**src/rtl/mux2x1_rr_arbiter_pkg.sv**
```systemverilog
// Shared state encodings, grant constants and small helpers for the mux2x1 round-robin arbiter.
package mux2x1_rr_arbiter_pkg;

  typedef enum logic [1:0] {
    ARB_IDLE = 2'd0,
    ARB_OWN0 = 2'd1,
    ARB_OWN1 = 2'd2
  } arbState_t;

  localparam logic [1:0] GNT_NONE = 2'b00;
  localparam logic [1:0] GNT_0    = 2'b01;
  localparam logic [1:0] GNT_1    = 2'b10;

  function automatic logic [1:0] grantOf(input logic owner);
    return owner ? GNT_1 : GNT_0;
  endfunction

  function automatic arbState_t stateOf(input logic owner);
    return owner ? ARB_OWN1 : ARB_OWN0;
  endfunction

endpackage

```
**src/rtl/mux2x1_arb_holdcnt.sv**
```systemverilog
// Saturating hold counter used for grant preemption; instantiated only when MUX_ARB_TIMEOUT_EN is defined.
module mux2x1_arb_holdcnt #(
  parameter int unsigned MAX_HOLD = 8,
  parameter int unsigned CNT_W    = 8
) (
  input  logic clk,
  input  logic rst_n,
  input  logic i_clr,
  input  logic i_inc,
  output logic o_atMax
);

  localparam logic [CNT_W-1:0] MAX_CNT = CNT_W'(MAX_HOLD);

  logic [CNT_W-1:0] r_count;

  // Clear wins over increment so a grant change always restarts the hold window.
  always_ff @(posedge clk or negedge rst_n) begin
    if (!rst_n) begin
      r_count <= '0;
    end else if (i_clr) begin
      r_count <= '0;
    end else if (i_inc && (r_count != MAX_CNT)) begin
      r_count <= r_count + CNT_W'(1);
    end
  end

  assign o_atMax = (r_count == MAX_CNT);

endmodule

```
**src/rtl/mux2x1_rr_arbiter.sv**
```systemverilog
// Round-robin arbiter sharing one mux2x1 between two requesters; all outputs registered.
// Define MUX_ARB_TIMEOUT_EN to build the hold counter that preempts an owner after MAX_HOLD cycles.
module mux2x1_rr_arbiter
  import mux2x1_rr_arbiter_pkg::*;
#(
  parameter int unsigned MAX_HOLD = 8,
  parameter int unsigned CNT_W    = 8
) (
  input  logic       clk,
  input  logic       rst_n,
  input  logic [1:0] req,
  output logic [1:0] grant,
  output logic       sel,
  output logic       busy
);

  if ((MAX_HOLD < 2) || (MAX_HOLD > 255) || (CNT_W < 1) || ((MAX_HOLD >> CNT_W) != 0))
  begin : g_badParams
    $error("mux2x1_rr_arbiter: MAX_HOLD must be 2..255 and fit in CNT_W bits");
  end

  arbState_t  r_state;
  logic [1:0] r_grant;
  logic       r_sel;
  logic       r_busy;
  logic       r_lastOwner;

  logic       w_other;
  logic       w_take;
  logic       w_goIdle;
  logic       w_newOwner;
  logic       w_preempt;

  assign w_other = ~r_sel;

  // In an OWN state r_sel is the owner index, so release and hand-off are judged against it.
  always_comb begin
    w_take     = 1'b0;
    w_goIdle   = 1'b0;
    w_newOwner = r_sel;
    case (r_state)
      ARB_IDLE: begin
        if (req != 2'b00) begin
          w_take     = 1'b1;
          w_newOwner = (req == 2'b11) ? ~r_lastOwner : req[1];
        end
      end
      ARB_OWN0, ARB_OWN1: begin
        if (!req[r_sel] || w_preempt) begin
          if (req[w_other]) begin
            w_take     = 1'b1;
            w_newOwner = w_other;
          end else begin
            w_goIdle = 1'b1;
          end
        end
      end
      default: w_goIdle = 1'b1;
    endcase
  end

`ifdef MUX_ARB_TIMEOUT_EN
  logic w_atMax;
  logic w_holdClr;
  logic w_holdInc;

  assign w_holdClr = w_take | w_goIdle | (r_state == ARB_IDLE);
  assign w_holdInc = (r_state != ARB_IDLE);
  assign w_preempt = w_atMax & req[w_other];

  mux2x1_arb_holdcnt #(
    .MAX_HOLD (MAX_HOLD),
    .CNT_W    (CNT_W)
  ) u_holdCnt (
    .clk     (clk),
    .rst_n   (rst_n),
    .i_clr   (w_holdClr),
    .i_inc   (w_holdInc),
    .o_atMax (w_atMax)
  );
`else
  assign w_preempt = 1'b0;
`endif

  // sel is left untouched on the way to IDLE so the mux output stays on the last owner.
  always_ff @(posedge clk or negedge rst_n) begin
    if (!rst_n) begin
      r_state     <= ARB_IDLE;
      r_grant     <= GNT_NONE;
      r_sel       <= 1'b0;
      r_busy      <= 1'b0;
      r_lastOwner <= 1'b1;
    end else if (w_take) begin
      r_state     <= stateOf(w_newOwner);
      r_grant     <= grantOf(w_newOwner);
      r_sel       <= w_newOwner;
      r_busy      <= 1'b1;
      r_lastOwner <= w_newOwner;
    end else if (w_goIdle) begin
      r_state <= ARB_IDLE;
      r_grant <= GNT_NONE;
      r_busy  <= 1'b0;
    end
  end

  assign grant = r_grant;
  assign sel   = r_sel;
  assign busy  = r_busy;

endmodule

```
**config.mk**
```make
export PLATFORM = sky130hd
export DESIGN_NAME = mux2x1_rr_arbiter
export DESIGN_NICKNAME = d
export VERILOG_FILES = /design/src/rtl/mux2x1_rr_arbiter_pkg.sv /design/src/rtl/mux2x1_arb_holdcnt.sv /design/src/rtl/mux2x1_rr_arbiter.sv
export SDC_FILE = /design/constraint.sdc
export NUM_CORES = 1
export LEC_CHECK = 0
export CAP_MARGIN = 15
export CORE_AREA = 2 2 39 41
export DETAILED_ROUTE_END_ITERATION = 16
export DIE_AREA = 0 0 41 43
export GPL_TIMING_DRIVEN = 0
export PLACE_DENSITY = 0.53
export SYNTH_ARGS = -nofsm -noshare
export SYNTH_HDL_FRONTEND = slang
export SYNTH_SLANG_ARGS = --single-unit
```
**constraint.sdc**
```tcl
create_clock -name clk -period 2.5 [get_ports clk]
set_clock_uncertainty 0.2 [all_clocks]
set_input_delay 0.25 -clock clk [delete_from_list [all_inputs] [get_ports clk]]
set_output_delay 0.25 -clock clk [all_outputs]
set_load 0.1 [all_outputs]
```
==> impl_metrics.csv <==
group,metric,value,unit
outcome,status,"finished clean",
sta,tns,0,ns
sta,finalHoldViolations,0,
route,wirelength,528,um
clock_tree,cts_tree,"yes",
sta,hold_ws,0.0186,ns
setup_path,r2r_slack,0.55,ns
clock_tree,cts-buffers-inserted,3,
layout,layout.nets,47,
place,place_hpwl,422,um
global_route,grt_pass1_vias,235,
route,wl_met2,221,um
setup_path,critPathArrivalTime,1.83,ns
logic_synthesis,synthDistinctLibCells,16,
route,wirelength_met1,236,um
layout,antenna_cells,0,
layout,nFillCells,159,
clock_tree,cts_max_level,1,
clock_tree,post_cts_buffers,0,
sta,finalCritPeriodShare,91.1,%
setup_path,cp-start-kind,"flip-flop",
sta,timing.slew.headroom,35.4,%
logic_synthesis,synth.avg_cell_area,10.1,um2
logic_synthesis,synth_area_leaders,"dfrtp_1 34%, dfstp_2 9.0%, ha_1 8.6%",
die,rows,14,
place,gp_congestion,0.666,
setup_path,critPathMaxStageDelay,1.16,ns
die,core,0.00138,mm2
clock_tree,root_buffer,"clkbuf_4",
die,die_w,41,um
sta,final_max_slew_viol_count,0,
logic_synthesis,yosys_warnings,0,
logic_synthesis,yosys.area.top_type,"dfrtp_1",
clock_tree,clk_latency,0.24,ns
setup_path,slowest_stage,"clkdlybuf4s50_1",
route,highest_layer,"met4",
clock_tree,cts.reportedPaths.clkPinSlew,0.04,ns
setup_path,worstPathCellList,"clkdlybuf4s50_1",
sta,tightestPinTransition,0.966,ns
setup_path,crit_fanout,5,
clock_tree,cts.repair.resized,0,
setup_path,worst-r2r-cell-count,4,
route,via_per_inst,4.45,
layout,syn_to_final_growth,39.9,%
sta,max_freq,439,MHz
route,antenna_left,0,
layout,mostFrequentLayoutCells,"7 x clkdlybuf4s50_1, 4 x inv_1, 4 x dfrtp_1",
setup_path,critPathBufInv,1,
global_route,grt_max_degree,8,
setup_path,r2r_end,"grant[1]",
clock_tree,cts-hold-fix-buffers,0,
setup_path,r2r-start,"sel",
global_route,grt_overflow_total,0,
clock_tree,cts_sinks,5,
route,dr.pass1.iters,2,
layout,fin_util,29.5,%
layout,drive_gt1_share,20.0,%
logic_synthesis,syn_inst,29,
layout,mostFrequentLayoutCell,"clkdlybuf4s50_1",
global_route,grt_pass1_wl,897,um
global_route,grt_usage,8.38,%
route,drt-initial-drc-count,2,
route,drcViolationCount,0,
setup_path,critPathTopFamily,"buffers and inverters",
logic_synthesis,synthesis.nets,35,
global_route,grt_antenna_before_repair,0,
setup_path,worstSetupEndpointType,"output pin",
logic_synthesis,synth_top_area_share,34.3,%
die,start_util,21.1,%
setup_path,cp_data_required_time,2.05,ns
logic_synthesis,synth_seq_cells,5,
die,dieHeight,43,um
logic_synthesis,ys_seq_area_share,43.3,%
sta,finalSetupViolations,0,
die,dieArea,0.00176,mm2
clock_tree,clockBufferDepth,2,
route,vias,249,
sta,rsz0062_at_grt,"no",
sta,finalCriticalPeriod,2.28,ns
job,cap_violations,0,
logic_synthesis,syn_area,292,um2
place,portBuffers,7,
route,wl_met3,45,um
route,wl_per_cell,9.43,um
setup_path,worst-setup-path-type,"reg -> out",
min_path,hold_class,"in -> async",
die,io_pins,8,
-- Yosys cell counts --
library cell / count
ha_1: 2
dfstp_2: 1
a21o_2: 2
nand3_1: 1
a211oi_2: 1
a21oi_1: 2
nor2_1: 2
a2111o_1: 1
o21ai_0: 1
nor2b_1: 2
dfrtp_1: 4
inv_1: 4
a31o_1: 1
o22ai_1: 2
mux2_4: 1
nand2_1: 2
-- sequential cells by signal, indices dropped and copies added (netlist names) --
signal and count:
busy 1, r_lastOwner 1, grant 2, sel 1
-- metal layers --
metal | GRT usage [%] | up-vias
met5 | 0 | -
met4 | 12.0 | 0
met3 | 3.14 | 4
met2 | 9.38 | 8
met1 | 9.48 | 114
li1 | - | 123
-- final cells by class --
class / instances / area, um2 / area share, %
Multi-Input combinational cell: 20 / 150 / 36.8
Sequential cell: 5 / 126 / 31.0
Timing Repair Buffer: 7 / 70.1 / 17.2
Clock buffer: 4 / 26.3 / 6.44
Tap cell: 16 / 20.0 / 4.91
Inverter: 4 / 15.0 / 3.68
-- stage by stage --
step | setup WS (ns) | std cells | area [um2]
2_1_floorplan | 0.0437 | 29 | 292
3_3_place_gp | 0.215 | 52 | 382
3_5_place_dp | 0.213 | 52 | 382
4_1_cts | 0.202 | 56 | 408
5_1_grt | 0.157 | 56 | 408
6_report | 0.224 | 56 | 408
-- worst max path at each step --
| stage | startpoint | to | slack [ns] | cells after the start |
|---|---|---|---|---|
| after floorplan | grant[0] | grant[1] | 0.04 | 6 |
| after global placement | req[0] | grant[1] | 0.21 | 5 |
| after detailed placement | req[0] | grant[1] | 0.21 | 5 |
| after CTS | sel | sel | 0.20 | 1 |
| after global routing | sel | sel | 0.16 | 1 |
| final | sel | sel | 0.22 | 1 |
-- cells by family after synthesis --
group | count (synthesis) | share of synthesized area [%]
compound gates | 10 | 26.6
fa+ha+maj | 2 | 8.58
flops | 5 | 43.4
buf+inv | 4 | 5.15
simple gates | 7 | 11.2
mux | 1 | 5.15
Power is not shown: default switching activity piles up to over one toggle a cycle in this logic, so the estimate is an artifact.
